===== src/rtl/axi_wb_serializer.sv =====
// Streams one cache block out on the AXI W channel, least-significant word first.
// Define AXI_WB_BRESP_EN to also wait for the B response before signalling completion.
module axi_wb_serializer #(
    parameter int unsigned AXI_DATA_WIDTH = 32,
    parameter int unsigned BLOCK_WIDTH    = 512
) (
    input  logic                      i_clk,
    input  logic                      i_arst,
    input  logic                      i_start,
    input  logic [BLOCK_WIDTH-1:0]    i_data_block,
    output logic                      o_ready,
    output logic                      o_wvalid,
    input  logic                      i_wready,
    output logic [AXI_DATA_WIDTH-1:0] o_wdata,
    output logic                      o_wlast,
    output logic                      o_done
`ifdef AXI_WB_BRESP_EN
    ,
    input  logic                      i_bvalid,
    input  logic [1:0]                i_bresp,
    output logic                      o_bready,
    output logic                      o_error
`endif
);

    localparam int unsigned BEATS = BLOCK_WIDTH / AXI_DATA_WIDTH;
    localparam int unsigned CNT_W = $clog2(BEATS);
    localparam logic [CNT_W-1:0] LAST_BEAT = CNT_W'(BEATS - 1);
    localparam logic [CNT_W-1:0] PRE_LAST  = CNT_W'(BEATS - 2);

    typedef enum logic [1:0] {
        IDLE   = 2'd0,
        SEND   = 2'd1,
        WAIT_B = 2'd2
    } state_t;

    state_t               state;
    logic [BLOCK_WIDTH-1:0] sr;
    logic [CNT_W-1:0]     cnt;

    // The current beat is always the low word of the shift register.
    assign o_wdata = sr[AXI_DATA_WIDTH-1:0];

    always_ff @(posedge i_clk or posedge i_arst) begin
        if (i_arst) begin
            state    <= IDLE;
            sr       <= '0;
            cnt      <= '0;
            o_ready  <= 1'b1;
            o_wvalid <= 1'b0;
            o_wlast  <= 1'b0;
            o_done   <= 1'b0;
`ifdef AXI_WB_BRESP_EN
            o_bready <= 1'b0;
            o_error  <= 1'b0;
`endif
        end else begin
            o_done <= 1'b0;
`ifdef AXI_WB_BRESP_EN
            o_error <= 1'b0;
`endif
            case (state)
                IDLE: begin
                    if (i_start) begin
                        sr       <= i_data_block;
                        cnt      <= '0;
                        state    <= SEND;
                        o_ready  <= 1'b0;
                        o_wvalid <= 1'b1;
                        o_wlast  <= 1'b0;
                    end
                end
                SEND: begin
                    // o_wvalid is held high throughout SEND, so i_wready alone marks a handshake.
                    if (i_wready) begin
                        if (cnt == LAST_BEAT) begin
                            o_wvalid <= 1'b0;
                            o_wlast  <= 1'b0;
`ifdef AXI_WB_BRESP_EN
                            state    <= WAIT_B;
                            o_bready <= 1'b1;
`else
                            state    <= IDLE;
                            o_ready  <= 1'b1;
                            o_done   <= 1'b1;
`endif
                        end else begin
                            sr      <= {AXI_DATA_WIDTH'(0), sr[BLOCK_WIDTH-1:AXI_DATA_WIDTH]};
                            cnt     <= cnt + CNT_W'(1);
                            o_wlast <= (cnt == PRE_LAST);
                        end
                    end
                end
`ifdef AXI_WB_BRESP_EN
                WAIT_B: begin
                    if (i_bvalid) begin
                        state    <= IDLE;
                        o_bready <= 1'b0;
                        o_ready  <= 1'b1;
                        o_done   <= 1'b1;
                        o_error  <= (i_bresp != 2'b00);
                    end
                end
`endif
                default: begin
                    state    <= IDLE;
                    o_ready  <= 1'b1;
                    o_wvalid <= 1'b0;
                    o_wlast  <= 1'b0;
                end
            endcase
        end
    end

endmodule


===== config.mk =====
export PLATFORM = sky130hd
export DESIGN_NAME = axi_wb_serializer
export DESIGN_NICKNAME = d
export VERILOG_FILES = /design/src/rtl/axi_wb_serializer.sv
export SDC_FILE = /design/constraint.sdc
export NUM_CORES = 1
export LEC_CHECK = 0
export ABC_AREA = 0
export ABC_CLOCK_PERIOD_IN_PS = 45000
export CORE_ASPECT_RATIO = 1.1
export CORE_UTILIZATION = 50
export CTS_CLUSTER_DIAMETER = 80
export DETAILED_ROUTE_END_ITERATION = 8
export PLACE_DENSITY = 0.8
export RECOVER_POWER = 100
export SLEW_MARGIN = 15
export SYNTH_ARGS = -nofsm -noshare
export SYNTH_HDL_FRONTEND = slang
export SYNTH_SLANG_ARGS = --single-unit

===== constraint.sdc =====
create_clock -name i_clk -period 45 [get_ports i_clk]
set_clock_uncertainty 0.15 [all_clocks]
set_input_delay 6.75 -clock i_clk [delete_from_list [all_inputs] [get_ports i_clk]]
set_output_delay 6.75 -clock i_clk [all_outputs]
set_load 0.02 [all_outputs]

==> impl_metrics.json <==
{
  "synth_edf_count": 0,
  "place.gp.congestion": 0.857,
  "power_density_nw_per_um2": 64.0,
  "relSlewSlack": -4.93,
  "final_util": 0.612,
  "boundaryPins": 552,
  "critPathArrivalTime_ns": 22.07,
  "cp-startpoint": "i_start",
  "die_w_um": 226,
  "start_util": 0.509,
  "finalCritPeriodShare": 0.483,
  "grt_overflow": 0,
  "syn_inst": 1766,
  "port_buffers": 551,
  "ys.flop_type": "dfrtp_1",
  "drive_gt1_frac": 0.283,
  "timing.rr.end": "sr[205]$_DFFE_PP0P_",
  "placed_cells": 2910,
  "cts_resized": 0,
  "synth_cell_type_count": 31,
  "r2r-start": "o_wvalid$_DFFE_PP0P_",
  "final_cell_mix": "mux2_2, dfrtp_1, clkdlybuf4s50_1",
  "postPlaceCellArea_um2": 32800,
  "setup_tns_ns": 0,
  "worstSetupPathType": "in2reg",
  "worstPathMaxFanout": 147,
  "drt_iter0_drc": 1024,
  "leakagePower_nw": 15.0,
  "cts_buffers": 55,
  "dp_hpwl_mm": 50.4,
  "period_needed_ns": 21.72,
  "violations": "capacitance limit, slew limit",
  "synth_async_sr_flop_share": 1.00,
  "tightest_slew_ns": 8.90,
  "cts_sinks": 520,
  "first_pass_iters": 7,
  "synth_nets": 2284,
  "status": "finished, violations left",
  "worst_hold_path.num_cells": 1,
  "synth.yosys.warnings": 0,
  "die_h_um": 248,
  "end_kind": "flip-flop",
  "drcViolationCount": 0,
  "avgRoutedWirePerCell_um": 23.2,
  "reg2reg_depth": 6,
  "clk_latency_ns": 0.60,
  "ys_ff_latch": 520,
  "final_common_cell": "mux2_2",
  "hold_viol_final": 0,
  "r2r_slack_ns": 29.05,
  "total_power_mw": 2.12,
  "cts-hold-fix-buffers": 0,
  "dp_slack_ns": 32.94,
  "syn_area_per_cell_um2": 15.6,
  "vias": 15900,
  "cts_tree": "built",
  "peakVddDrop_uv": 35.4,
  "cts_max_level": 2,
  "coreArea_um2": 54000,
  "cp-start-kind": "input pin",
  "maxCapViolCount": 15,
  "final_cells": 3034,
  "clk_path_buf_depth": 3,
  "ant_nets": 0,
  "antenna_found_initial": 26,
  "root_buffer": "clkbuf_16",
  "routed_wl_mm": 70.3,
  "grt_usage": 0.251,
  "setup_violations": 0,
  "fmaxAchievable_ghz": 0.0460,
  "postCtsSetupRepairBufs": 0,
  "vias_per_cell": 5.23,
  "final_area_um2": 33100,
  "hold_path.class": "reg2reg",
  "syn2layout_area_growth_pct": 20.4,
  "setup_ws_ns": 23.28,
  "rsz0062_at_grt": "no",
  "clk_pin_slew_ns": 0.06,
  "design.die.area_um2": 55900,
  "slew_violations": 1170,
  "rows": 89,
  "cp.required_ns": 45.35,
  "grt_pass1_wl_mm": 106,
  "grt_pass1_vias": 17400,
  "grt_max_degree": 191,
  "hold_slack_ns": 0.332,
  "yosysSeqAreaShare": 0.474,
  "min_from": "sr[98]$_DFFE_PP0P_",
  "nets": 2757,
  "holdPathEnd": "sr[98]$_DFFE_PP0P_",
  "synthesis.area_um2": 27500
}
-- power by group --
part | switching (mW) | internal [mW] | total, mW
sequential | 0.130 | 0.680 | 0.810
combinational | 0.337 | 0.500 | 0.837
clock | 0.189 | 0.280 | 0.469
total | 0.657 | 1.46 | 2.12
-- how the worst max path moves through the flow --
stage / to / slack (ns) / cells past startpoint
finish: sr[205]$_DFFE_PP0P_ / 23.28 / 8
global route: sr[102]$_DFFE_PP0P_ / 21.41 / 4
CTS: sr[253]$_DFFE_PP0P_ / 33.59 / 8
detailed placement: sr[261]$_DFFE_PP0P_ / 32.94 / 8
global placement: sr[277]$_DFFE_PP0P_ / 33.03 / 8
floorplan: cnt[0]$_DFFE_PP0P_ / 23.58 / 1
-- final cells by class --
cell class,count,area (um2)
diodes,24,60.1
clock buffers,86,1660
clock inverters,14,199
fillers,4422,20900
inverters,38,144
multi-input cells,1056,11500
flip-flops and latches,520,13000
well taps,728,911
repair buffers,568,5610
-- per-layer routing --
metal | share of wire | global-route usage
met4 | 0.029 | 0.101
met1 | 0.44 | 0.341
met3 | 0.050 | 0.0484
met2 | 0.48 | 0.394
met5 | 0.00075 | 0
-- worst max-delay path, stage by stage --
cell and delay (ns):
dlygate4sd3_1 0.52, clkbuf_1 1.20, inv_1 0.25, o22ai_1 2.08
clkbuf_1 2.13, clkbuf_1 2.36, clkbuf_1 5.69, mux2_2 0.93
-- cells in the mapped netlist, types with 3 or more instances --
library cell | count | area [um2]
inv_1 | 38 | 143
dfrtp_1 | 519 | 13000
buf_1 | 12 | 45.0
buf_12 | 3 | 60.1
mux2_2 | 534 | 6010
buf_4 | 33 | 248
nand3_1 | 7 | 35.0
buf_6 | 7 | 78.8
o21ai_0 | 35 | 175
buf_2 | 35 | 175
nand2_1 | 3 | 11.3
mux2_4 | 426 | 6400
buf_8 | 41 | 616
nand3b_1 | 32 | 240
clkbuf_1 | 21 | 78.8
-- sequential cells by signal (all words and copies together) (netlist names) --
name      cells
cnt           4
o_done        1
o_wlast       1
o_wvalid      1
sr          512
o_ready       1
-- logic make-up after synthesis --
family	Yosys count	synth area share
adder cells (fa/ha/maj)	2	0.000911
buffers and inverters	190	0.0526
AND/OR/NAND/NOR	53	0.0132
multiplexers	960	0.452
flip-flops	520	0.474
AO/OA/AOI/OAI	41	0.00806
(Power assumes the default switching activity.)
